### src/rtl/core_power_sequencer_if.sv
// Control/status bundle between a node's self-awareness logic and the
// power sequencer of its processor domain.
interface core_power_sequencer_if #(
   parameter int CNT_W = 32
);
   logic             activate;
   logic             bus_idle;
   logic             cnt_clr;
   logic             clk_en;
   logic             core_res_n;
   logic             running;
   logic             done;
   logic             drain_timeout;
   logic [CNT_W-1:0] active_cycles;

   // The requester drives the controls and observes the sequencer status.
   modport master (
      output activate, bus_idle, cnt_clr,
      input  clk_en, core_res_n, running, done, drain_timeout, active_cycles
   );

   // The sequencer consumes the controls and produces the status.
   modport slave (
      input  activate, bus_idle, cnt_clr,
      output clk_en, core_res_n, running, done, drain_timeout, active_cycles
   );
endinterface

### src/rtl/core_power_sequencer.sv
// Power sequencer for one processor domain: on wake the clock runs with the
// core held in reset before release; on sleep the core AXI port is drained
// (with a bounded wait), reset is asserted with the clock still running and
// only then is the clock stopped. Also counts clock-enabled cycles.
module core_power_sequencer #(
   parameter int RES_HOLD      = 4,
   parameter int RES_PRE       = 2,
   parameter int DRAIN_TIMEOUT = 256,
   parameter int CNT_W         = 32
) (
   input  logic                 clk,
   input  logic                 res,
   core_power_sequencer_if.slave bus
);

   localparam int MAX_A = (RES_HOLD > RES_PRE) ? RES_HOLD : RES_PRE;
   localparam int MAX_V = (MAX_A > DRAIN_TIMEOUT) ? MAX_A : DRAIN_TIMEOUT;
   localparam int SEQ_W = $clog2(MAX_V) + 1;

   localparam logic [SEQ_W-1:0] SEQ_ONE   = SEQ_W'(1);
   localparam logic [SEQ_W-1:0] SEQ_HOLD  = SEQ_W'(RES_HOLD);
   localparam logic [SEQ_W-1:0] SEQ_PRE   = SEQ_W'(RES_PRE);
   localparam logic [SEQ_W-1:0] SEQ_DRAIN = SEQ_W'(DRAIN_TIMEOUT);

   typedef enum logic [2:0] {
      ST_OFF,
      ST_WAKE,
      ST_RUN,
      ST_DRAIN,
      ST_QUIESCE
   } state_t;

   state_t           state;
   logic [SEQ_W-1:0] seq_cnt;
   logic             clk_en_q;
   logic             core_res_n_q;
   logic             running_q;
   logic             done_q;
   logic             drain_timeout_q;
   logic [CNT_W-1:0] active_cycles_q;

   assign bus.clk_en        = clk_en_q;
   assign bus.core_res_n    = core_res_n_q;
   assign bus.running       = running_q;
   assign bus.done          = done_q;
   assign bus.drain_timeout = drain_timeout_q;
   assign bus.active_cycles = active_cycles_q;

   // Sequencing FSM; every output is updated together with the state it
   // belongs to, so the outputs always reflect the registered state.
   always_ff @(posedge clk or posedge res) begin
      if (res) begin
         state           <= ST_OFF;
         seq_cnt         <= '0;
         clk_en_q        <= 1'b0;
         core_res_n_q    <= 1'b0;
         running_q       <= 1'b0;
         done_q          <= 1'b0;
         drain_timeout_q <= 1'b0;
      end else begin
         done_q <= 1'b0;
         case (state)
            ST_OFF: begin
               if (bus.activate) begin
                  state           <= ST_WAKE;
                  seq_cnt         <= SEQ_HOLD;
                  clk_en_q        <= 1'b1;
                  core_res_n_q    <= 1'b0;
                  drain_timeout_q <= 1'b0;
               end
            end
            ST_WAKE: begin
               if (seq_cnt == SEQ_ONE) begin
                  state        <= ST_RUN;
                  core_res_n_q <= 1'b1;
                  running_q    <= 1'b1;
               end else begin
                  seq_cnt <= seq_cnt - SEQ_ONE;
               end
            end
            ST_RUN: begin
               if (!bus.activate) begin
                  state     <= ST_DRAIN;
                  seq_cnt   <= SEQ_DRAIN;
                  running_q <= 1'b0;
               end
            end
            ST_DRAIN: begin
               if (bus.bus_idle) begin
                  state        <= ST_QUIESCE;
                  seq_cnt      <= SEQ_PRE;
                  core_res_n_q <= 1'b0;
               end else if (seq_cnt == SEQ_ONE) begin
                  state           <= ST_QUIESCE;
                  seq_cnt         <= SEQ_PRE;
                  core_res_n_q    <= 1'b0;
                  drain_timeout_q <= 1'b1;
               end else begin
                  seq_cnt <= seq_cnt - SEQ_ONE;
               end
            end
            ST_QUIESCE: begin
               if (seq_cnt == SEQ_ONE) begin
                  state    <= ST_OFF;
                  clk_en_q <= 1'b0;
                  done_q   <= 1'b1;
               end else begin
                  seq_cnt <= seq_cnt - SEQ_ONE;
               end
            end
            default: begin
               state        <= ST_OFF;
               seq_cnt      <= '0;
               clk_en_q     <= 1'b0;
               core_res_n_q <= 1'b0;
               running_q    <= 1'b0;
            end
         endcase
      end
   end

   // Saturating count of clock-enabled cycles; a clear request overrides
   // any increment on the same edge.
   always_ff @(posedge clk or posedge res) begin
      if (res) begin
         active_cycles_q <= '0;
      end else if (bus.cnt_clr) begin
         active_cycles_q <= '0;
      end else if (clk_en_q && (active_cycles_q != {CNT_W{1'b1}})) begin
         active_cycles_q <= active_cycles_q + CNT_W'(1);
      end
   end

endmodule
### src/flat_wrapper.sv
// flat-port wrapper written by rule: the top's interface ports become plain ports
module core_power_sequencer_flat 
#(
   parameter int RES_HOLD      = 4,
   parameter int RES_PRE       = 2,
   parameter int DRAIN_TIMEOUT = 256,
   parameter int CNT_W         = 32
)
  (clk, res, bus_activate, bus_bus_idle, bus_cnt_clr, bus_clk_en, bus_core_res_n, bus_running, bus_done, bus_drain_timeout, bus_active_cycles);
  core_power_sequencer_if #(.CNT_W(CNT_W)) bus_i ();
  input  logic clk;
  input  logic res;
  input wire logic [$bits(bus_i.activate)-1:0] bus_activate;
  input wire logic [$bits(bus_i.bus_idle)-1:0] bus_bus_idle;
  input wire logic [$bits(bus_i.cnt_clr)-1:0] bus_cnt_clr;
  output wire logic [$bits(bus_i.clk_en)-1:0] bus_clk_en;
  output wire logic [$bits(bus_i.core_res_n)-1:0] bus_core_res_n;
  output wire logic [$bits(bus_i.running)-1:0] bus_running;
  output wire logic [$bits(bus_i.done)-1:0] bus_done;
  output wire logic [$bits(bus_i.drain_timeout)-1:0] bus_drain_timeout;
  output wire logic [$bits(bus_i.active_cycles)-1:0] bus_active_cycles;
  assign bus_i.activate = bus_activate;
  assign bus_i.bus_idle = bus_bus_idle;
  assign bus_i.cnt_clr = bus_cnt_clr;
  assign bus_clk_en = bus_i.clk_en;
  assign bus_core_res_n = bus_i.core_res_n;
  assign bus_running = bus_i.running;
  assign bus_done = bus_i.done;
  assign bus_drain_timeout = bus_i.drain_timeout;
  assign bus_active_cycles = bus_i.active_cycles;
  core_power_sequencer #(.RES_HOLD(RES_HOLD), .RES_PRE(RES_PRE), .DRAIN_TIMEOUT(DRAIN_TIMEOUT), .CNT_W(CNT_W)) u_core (.clk(clk), .res(res), .bus(bus_i));
endmodule
### config.mk
export PLATFORM = sky130hd
export DESIGN_NAME = core_power_sequencer_flat
export DESIGN_NICKNAME = d
export VERILOG_FILES = /design/src/rtl/core_power_sequencer_if.sv /design/src/rtl/core_power_sequencer.sv /design/src/flat_wrapper.sv
export SDC_FILE = /design/constraint.sdc
export NUM_CORES = 1
export LEC_CHECK = 0
export BUFFER_PORTS_ARGS = -buffer_cell sky130_fd_sc_hd__buf_2
export CAP_MARGIN = 20
export CORE_MARGIN = 3
export CORE_UTILIZATION = 50
export CTS_CLUSTER_DIAMETER = 60
export DETAILED_ROUTE_END_ITERATION = 10
export PLACE_DENSITY = 0.74
export SETUP_SLACK_MARGIN = 0.2
export SYNTH_ARGS = -nofsm -noshare
export SYNTH_HDL_FRONTEND = slang
export SYNTH_SLANG_ARGS = --single-unit
### constraint.sdc
create_clock -name clk -period 2 [get_ports clk]
set_input_delay 0.2 -clock clk [delete_from_list [all_inputs] [get_ports clk]]
set_output_delay 0.2 -clock clk [all_outputs]
set_load 0.005 [all_outputs]
==> out/qor.txt, run 1 <==
Seq pwr share: 0.373
Post-layout min period: 1.98 ns
Cell mode on critical path: buf_4
Share of cells above drive strength 1: 0.459
Pint: 2220 uW
Sequential element share of the synthesized area: 0.421
CP arrival: 2.13 ns
Setup violators final: 0
Clock sinks: 49
# IOs: 42
Net Sw Frac: 0.379
Ys flop type: dfrtp_1
CP required: 2.15 ns
Die height: 82.4 um
Starting DRT DRC Count: 260
IO buf count: 41
Slew @ Worst Pin: 0.680 ns
Die area: 0.00678 mm2
Async S/R FF share, synth: 1.00
Max Root-Sink Buffers: 2
Crit Path Max Fanout: 4
CP Class: reg2reg
Final Instance Count excl. Fillers: 486
Outcome: finished, final reports clean
Post-route cell area: 0.00411 mm2
Final-report max-slew violation count: 0
Hold Path Class: in2reg
Total GRT Usage: 0.225
Clock Pin Slew Worst Setup and Hold Paths: 0.09 ns
Yosys warns: 0
Leakage: 0.00184 uW
Crit start category: flip-flop
Worst reg2reg path depth: 8
Comb power frac: 0.462
Critical-path cell list: ha_2 > buf_4 > buf_4 > and3_1 > nand3_2 > a211oi_2 > xnor2_1 > nor2_1
First-pass GRT wire length: 12000 um
Chip width: 82.4 um
Core footprint: 0.00557 mm2
Synth cell types: 58
Register bit total from synthesis: 49
Drt first pass iters: 4
Largest net degree at the start of global routing: 39
CP Buf/Inv Count: 2
Crit end category: flip-flop
Ant. Diodes: 0
TNS Setup: 0 ns
Initial antenna violation count: 0
Vias in the first global route: 2591
Placed insts: 447
Util after Layout: 0.737
Final GP Congestion: 0.873
Crit path depth: 8
Hold path depth: 5
DR vias: 2880
Final Hold Viols: 0
Post-Syn Instances: 311
Pwr Density: 872 mW/mm2
Routed Antenna Nets: 0
Clock buffer count from CTS: 5
Max transition margin: 0.547
H-tree depth: 2
Mapped Area: 0.00292 mm2
Commonest non-fill, non-tap cell in the layout: buf_4
DRT Wirelength: 8210 um
Net count after synthesis: 319
Starting Density: 0.523
EDFF count, synth: 0
Fin nets: 421
Root Driver: clkbuf_8
Final period util: 0.988
Final setup skew: 0.00964 ns
FMAX: 0.506 GHz
GRT overflow: 0
Switching pwr: 1360 uW
VDD IR-drop max: 755 uV
Max_cap viols: 0
Syn_area_per_cell: 9.37 um2
Clock latency on the worst-skew pair: 0.31 ns
Routed vias/inst: 5.93
Worst path slowest cell: dfrtp_1
Largest stage delay, worst path: 0.41 ns
Remaining DRCs: 0
DR WL/cell: 16.9 um
CTS tree: yes
Top delay family on crit path: simple AND/OR/NAND/NOR gates
Rows: 27
Most frequent cells in the layout: 60 x buf_4, 44 x dfrtp_1, 41 x buf_2
Post-placement cell area: 0.00346 mm2
P&R area growth vs syn: 40.9%
Unrepaired setup endpoints after global routing: true
Clk network pwr share: 0.165
Detail Placement HPWL: 5020 um
worst register-to-register path, stage by stage (launching register included):
cell and delay (ns):
dfrtp_1 0.41, ha_2 0.23, buf_4 0.12, buf_4 0.10, and3_1 0.23, nand3_2 0.18, a211oi_2 0.28, xnor2_1 0.19
nor2_1 0.09
path summary, 6_finish.rpt:
check                                                     to  slack (ns)                         from
worst max-delay path            u_core.bus.active_cycles[10]        0.02  u_core.bus.active_cycles[1]
worst max register to register  u_core.bus.active_cycles[10]        0.02  u_core.bus.active_cycles[1]
max in group asynchronous        u_core.bus.active_cycles[4]        1.00                          res
worst min register to register            u_core.bus.running        0.52           u_core.bus.running
min in group asynchronous                  u_core.seq_cnt[0]        0.38                          res
worst min-delay path                         u_core.state[0]        0.32                 bus_activate
cell type report:
cell class / count / area, um2
clock buffers: 5 / 68.8
fillers: 378 / 1470
inverters: 11 / 41.3
well taps: 72 / 90.1
multi-input cells: 235 / 1860
clock inverters: 3 / 17.5
repair buffers: 111 / 800
flip-flops and latches: 49 / 1230
power by group through the flow:
| stage | Clock (uW) | Combinational [uW] | Sequential [uW] |
|---|---|---|---|
| 2_1_floorplan | 0 | 872 | 1320 |
| 3_3_place_gp | 0 | 1230 | 1330 |
| 3_5_place_dp | 0 | 1260 | 1330 |
| 4_1_cts | 598 | 1370 | 1320 |
| 5_1_grt | 635 | 1810 | 1360 |
| 6_report | 590 | 1660 | 1330 |
synthesized netlist by cell type, drive strengths merged, types with 2 or more instances:
cell	n	share of area
nand2b	3	0.0064
and4	5	0.015
a21oi	16	0.027
nand3	10	0.019
o22ai	2	0.0043
mux2	5	0.023
nand2	18	0.023
nor2	38	0.049
or4	4	0.012
o31ai	2	0.0051
a32o	3	0.010
o21ai	23	0.039
nor4b	2	0.0082
nand4	10	0.026
xnor2	17	0.051
or3	9	0.019
a31oi	4	0.0086
and2	2	0.0043
nor3	8	0.017
a211oi	7	0.018
a21o	3	0.0077
clkbuf	6	0.0077
nor4	10	0.037
dfrtp	49	0.42
buf	10	0.025
ha	3	0.013
inv	11	0.014
nor2b	8	0.017
xor2	2	0.0060
and3	4	0.0086
o211ai	3	0.012
cell families after synthesis:
group / Yosys count / synth area share
AO/OA/AOI/OAI: 72 / 0.161
XOR/XNOR: 19 / 0.0571
AND/OR/NAND/NOR: 134 / 0.271
adder cells (fa/ha/maj): 4 / 0.0163
multiplexers: 6 / 0.0266
buffers and inverters: 27 / 0.0472
flip-flops: 49 / 0.421
repair_timing:
| item | 4_1_cts | 5_1_grt |
|---|---|---|
| hold buffers | 1 | 0 |
| pin swaps | 12 | 28 |
| hold endpoints to repair | 13 | 0 |
| setup buffers | 19 | 11 |
| gates resized for setup | 23 | 57 |
| setup endpoints to repair | 28 | 41 |
sequential cells by signal, indices dropped and copies added, names as in the netlist:
signal	flops
u_core.bus.drain_timeout	1
u_core.state	3
u_core.bus.active_cycles	32
u_core.bus.core_res_n	1
u_core.seq_cnt	9
u_core.bus.clk_en	1
u_core.bus.running	1
u_core.bus.done	1
stage by stage:
step / setup WS, ns / hold slack, ns / power, uW
3_3_place_gp: 0.0755 / 0.171 / 2560
6_report: 0.0248 / 0.318 / 3580
3_5_place_dp: -0.00148 / 0.173 / 2590
4_1_cts: 0.102 / 0.307 / 3290
5_1_grt: -0.0236 / 0.358 / 3800
2_1_floorplan: 0.0666 / 0.366 / 2190
routing by layer:
layer / routed length, um / vias up / GRT usage
met5: 0 / - / 0
met4: 86 / 0 / 0.0797
li1: - / 1341 / -
met1: 3600 / 1444 / 0.316
met3: 390 / 10 / 0.0325
met2: 4130 / 85 / 0.353
Note: power is estimated with default switching activity, not from simulation.
==> inputs of run 2 (changes only) <==
CORE_UTILIZATION = 52   (was 50)
PLACE_DENSITY = 0.76   (was 0.74)
==> run 2 against run 1 <==
- final area fell by 1.5%
- die area fell by 3.6%
- maximum frequency rose by 2.2%
- worst hold slack got worse by 0.0040 ns
- setup slack improved by 0.042 ns
- first-iteration DRC count fell by 26%
- non-clock buffer count fell by 1
- register-to-register slack improved by 0.04 ns
- combinational power fell by 6%
- flip-flop and latch count did not move
- largest power group unchanged
==> out/qor.txt, run 2 (same netlist as run 1, synthesis figures left out) <==
Most frequent cells in the layout: 58 x buf_4, 43 x dfrtp_1, 41 x buf_2
Min-Delay Startpoint: bus_activate
Hold path depth: 5
Initial antenna violation count: 0
Clock Pin Slew Worst Setup and Hold Paths: 0.10 ns
Final-report max-slew violation count: 0
Chip width: 80.9 um
Rows: 26
Remaining DRCs: 0
Fillers: 354
Outcome: finished, final reports clean
IO buf count: 41
CP Launch Point: u_core.bus.active_cycles[20]
Placed insts: 445
Clock latency on the worst-skew pair: 0.31 ns
Total GRT Usage: 0.257
Leakage: 0.00185 uW
Setup violators final: 0
Comb power frac: 0.416
Routed Antenna Nets: 0
Drt first pass iters: 4
Root Driver: clkbuf_8
Final setup skew: 0.0156 ns
Slew @ Worst Pin: 0.573 ns
First-pass GRT wire length: 13000 um
TNS Setup: 0 ns
# IOs: 42
Largest stage delay, worst path: 0.60 ns
Vias in the first global route: 2692
Starting DRT DRC Count: 193
CTS tree: yes
Clk network pwr share: 0.225
FMAX: 0.517 GHz
Largest register FFs: 32
Clock buffer count from CTS: 5
GRT overflow: 0
Die height: 80.9 um
Crit start category: flip-flop
Detail Placement HPWL: 4910 um
Post-layout min period: 1.93 ns
Worst path slowest cell: or4_4
Worst reg2reg path depth: 6
Largest net degree at the start of global routing: 27
Final Hold Viols: 0
Net Sw Frac: 0.358
Share of cells above drive strength 1: 0.421
Routed vias/inst: 5.94
Fin nets: 420
Seq pwr share: 0.359
P&R area growth vs syn: 38.7%
DR vias: 2871
DR WL/cell: 16.9 um
Switching pwr: 1340 uW
H-tree depth: 2
Final Instance Count excl. Fillers: 483
Crit end category: flip-flop
Clock sinks: 49
R2R Path Start: u_core.bus.active_cycles[20]
Final GP Congestion: 0.812
Pwr Density: 929 mW/mm2
Pint: 2410 uW
CP Class: reg2reg
Critical-path cell list: nand4_1 > or4_4 > o211ai_4 > buf_6 > or3_1 > a21oi_1
DRT Wirelength: 8170 um
Hold EP: u_core.state[0]
Max transition margin: 0.617
Crit Path Max Fanout: 12
Max_cap viols: 0
Unrepaired setup endpoints after global routing: true
Core footprint: 0.00527 mm2
Hold Path Class: in2reg
CP arrival: 2.12 ns
R2R Path End: u_core.bus.active_cycles[17]
Commonest non-fill, non-tap cell in the layout: buf_4
VDD IR-drop max: 755 uV
Max Root-Sink Buffers: 2
Die area: 0.00654 mm2
Starting Density: 0.553
CP required: 2.18 ns
R2R setup slack: 0.07 ns
Util after Layout: 0.767
Final period util: 0.966
Ant. Diodes: 0
[run 2: critical path, delay by kind of cell (launching register included)]
family / cells / cell delay [ns]
and+or+nand+nor: 3 / 0.87
buffers and inverters: 1 / 0.18
AOI/OAI and AO/OA: 2 / 0.32
DFF: 1 / 0.42
[run 2: how the worst max path moves through the flow]
stage                                   end  cells past startpoint  slack [ns]
6_report       u_core.bus.active_cycles[17]                      6        0.07
5_1_grt        u_core.bus.active_cycles[10]                      8       -0.01
4_1_cts        u_core.bus.active_cycles[30]                      5        0.09
3_5_place_dp   u_core.bus.active_cycles[29]                      6        0.03
3_3_place_gp   u_core.bus.active_cycles[29]                      6        0.08
2_1_floorplan  u_core.bus.active_cycles[28]                      7        0.07
[run 2: what timing repair did]
item,4_1_cts,5_1_grt
gates resized for setup,18,42
hold buffers,1,0
setup endpoints to repair,31,41
endpoints found under the hold margin,23,0
setup buffers,19,9
pin swaps,16,24
gates cloned,1,0
[run 2: metal layers]
metal / part of all wire / track usage
met1: 0.45 / 0.346
met2: 0.47 / 0.406
met3: 0.056 / 0.0532
met4: 0.024 / 0.105
met5: 0 / 0
[run 2: cell type report]
class	count	area [um2]	share of cell area
repair buffers	110	776	0.192
well taps	70	87.6	0.0217
flip-flops and latches	49	1230	0.305
clock buffers	5	68.8	0.0170
inverters	11	41.3	0.0102
clock inverters	3	65.1	0.0161
multi-input cells	235	1770	0.438
[run 2: per-stage QoR]
stage                     setup slack [ns]  hold WS, ns  power [uW]  area [um2]
after global placement              0.0791        0.284        2540        3450
after CTS                           0.0946        0.295        3530        3820
final                               0.0672        0.314        3760        4040
after floorplan                     0.0666        0.366        2190        2950
after detailed placement            0.0294        0.294        2570        3450
after global routing               -0.0125        0.340        3980        4040
[run 2: power groups by stage]
stage,sequential [uW],combinational [uW],clock [uW]
after detailed placement,1340,1230,0
after floorplan,1320,872,0
after CTS,1330,1340,857
after global routing,1380,1710,897
after global placement,1340,1200,0
final,1350,1560,844
==> inputs of run 3 (changes only) <==
CELL_PAD_IN_SITES_DETAIL_PLACEMENT = 2   (was not set)
CELL_PAD_IN_SITES_GLOBAL_PLACEMENT = 2   (was not set)
CORE_UTILIZATION = 32   (was 52)
PLACE_DENSITY = not set   (was 0.76)
PLACE_DENSITY_LB_ADDON = 0.1   (was not set)
==> run 3 against run 2 <==
- die area increased by 57%
- sequential power barely moved
- sequential share of layout area fell by 0.33 points
- setup slack worse by 0.020 ns
- wire length is 23% higher
- count of clock-buffer cells in the layout up 2
- clock skew is 0.0063 ns lower
- largest cell class unchanged
==> out/qor.txt, run 3 (same netlist as run 1, synthesis figures left out) <==
Max transition margin: 0.487
Final period util: 0.976
Die area: 0.0103 mm2
Critical-path cell list: buf_4 > and4_4 > and3_4 > o211ai_4 > buf_6 > or4_1 > a21oi_2
Share of cells above drive strength 1: 0.429
Root Driver: clkbuf_8
Max Root-Sink Buffers: 2
CP Class: reg2reg
Starting DRT DRC Count: 66
Hold path depth: 4
Chip width: 101 um
P&R area growth vs syn: 40.0%
# IOs: 42
Worst reg2reg path depth: 7
Crit Path Max Fanout: 4
R2R Path Start: u_core.bus.active_cycles[1]
Place WS: -0.0732 ns
Final GP Congestion: 0.716
TNS Setup: 0 ns
Crit end category: flip-flop
Outcome: finished, final reports clean
FMAX: 0.512 GHz
Detail Placement HPWL: 6550 um
CP Launch Point: u_core.bus.active_cycles[1]
Most frequent cells in the layout: 71 x buf_4, 45 x dfrtp_1, 41 x buf_2
CP arrival: 2.18 ns
Slew @ Worst Pin: 0.770 ns
Initial antenna violation count: 0
Final Hold Viols: 0
Die height: 101 um
Setup violators final: 0
Pwr Density: 889 mW/mm2
Total GRT Usage: 0.192
DR vias: 2869
Rows: 34
Ant. Diodes: 0
DRT Wirelength: 10100 um
Worst path slowest cell: or4_1
Vias in the first global route: 3028
R2R setup slack: 0.05 ns
Hold Path Class: in2reg
Drt first pass iters: 5
Remaining DRCs: 0
Fillers: 966
Placed insts: 494
Min-Delay Startpoint: bus_activate
Final Instance Count excl. Fillers: 530
Post-layout min period: 1.95 ns
Routed Antenna Nets: 0
Largest net degree at the start of global routing: 50
Commonest non-fill, non-tap cell in the layout: buf_4
IO buf count: 41
First-pass GRT wire length: 15800 um
Fin nets: 429
DR WL/cell: 19.0 um
Largest register FFs: 32
GRT overflow: 0
Crit start category: flip-flop
H-tree depth: 2
Final setup skew: 0.00928 ns
Clock buffer count from CTS: 5
CP required: 2.23 ns
Util after Layout: 0.463
Starting Density: 0.331
Final setup margin: 0.0470 ns
Routed vias/inst: 5.41
VDD IR-drop max: 609 uV
Largest stage delay, worst path: 0.43 ns
Clock sinks: 49
Clock Pin Slew Worst Setup and Hold Paths: 0.10 ns
Clock latency on the worst-skew pair: 0.31 ns
Final-report max-slew violation count: 0
Unrepaired setup endpoints after global routing: true
CTS tree: yes
Leakage: 0.00184 uW
Max_cap viols: 0
Core footprint: 0.00881 mm2
-- run 3: area by class of cell --
cell class | instances | area (um2) | share of cell area
Sequential cell | 49 | 1230 | 0.302
Clock buffer | 7 | 96.3 | 0.0236
Clock inverter | 1 | 5.00 | 0.00123
Timing Repair Buffer | 119 | 833 | 0.204
Multi-Input combinational cell | 235 | 1740 | 0.426
Tap cell | 108 | 135 | 0.0331
Inverter | 11 | 41.3 | 0.0101
-- run 3: power breakdown --
| group | switching (uW) | leakage (uW) | internal, uW |
|---|---|---|---|
| Sequential | 198 | 0.000649 | 1150 |
| Combinational | 826 | 0.00114 | 774 |
| Clock | 363 | 0.0000542 | 314 |
| Total | 1390 | 0.00184 | 2240 |
-- run 3: worst paths after layout --
path / to
worst max-delay path: u_core.bus.active_cycles[29]
worst min-delay path: u_core.bus.drain_timeout
worst max register to register: u_core.bus.active_cycles[29]
worst min register to register: u_core.bus.running
max in group asynchronous: u_core.bus.active_cycles[16]
min in group asynchronous: u_core.bus.active_cycles[23]
-- run 3: worst max-delay path, delay by kind of cell, from the launching register on --
| kind | cells | cell delay (ns) |
|---|---|---|
| compound gates | 2 | 0.27 |
| buf+inv | 2 | 0.31 |
| flops | 1 | 0.40 |
| simple gates | 3 | 0.90 |
-- run 3: stage by stage --
step / area, um2 / hold WS, ns / power (uW)
after floorplan: 2950 / 0.366 / 2190
after global placement: 3590 / 0.271 / 2660
after detailed placement: 3590 / 0.279 / 2720
after CTS: 3940 / 0.301 / 3550
after global routing: 4080 / 0.355 / 3890
final: 4080 / 0.314 / 3630
-- run 3: repair_timing --
action / in CTS / in global routing
pin swaps: 14 / 25
endpoints found under the setup margin: 32 / 42
hold buffers: 1 / 0
gates cloned: 1 / 0
endpoints found under the hold margin: 49 / 0
resized for setup: 26 / 24
setup buffers: 19 / 7
-- run 3: metal layers --
layer | global-route usage | up-vias | share of wire
li1 | - | 1350 | -
met1 | 0.238 | 1472 | 0.42
met2 | 0.355 | 33 | 0.53
met3 | 0.0269 | 14 | 0.020
met4 | 0.0389 | 0 | 0.024
met5 | 0 | - | 0
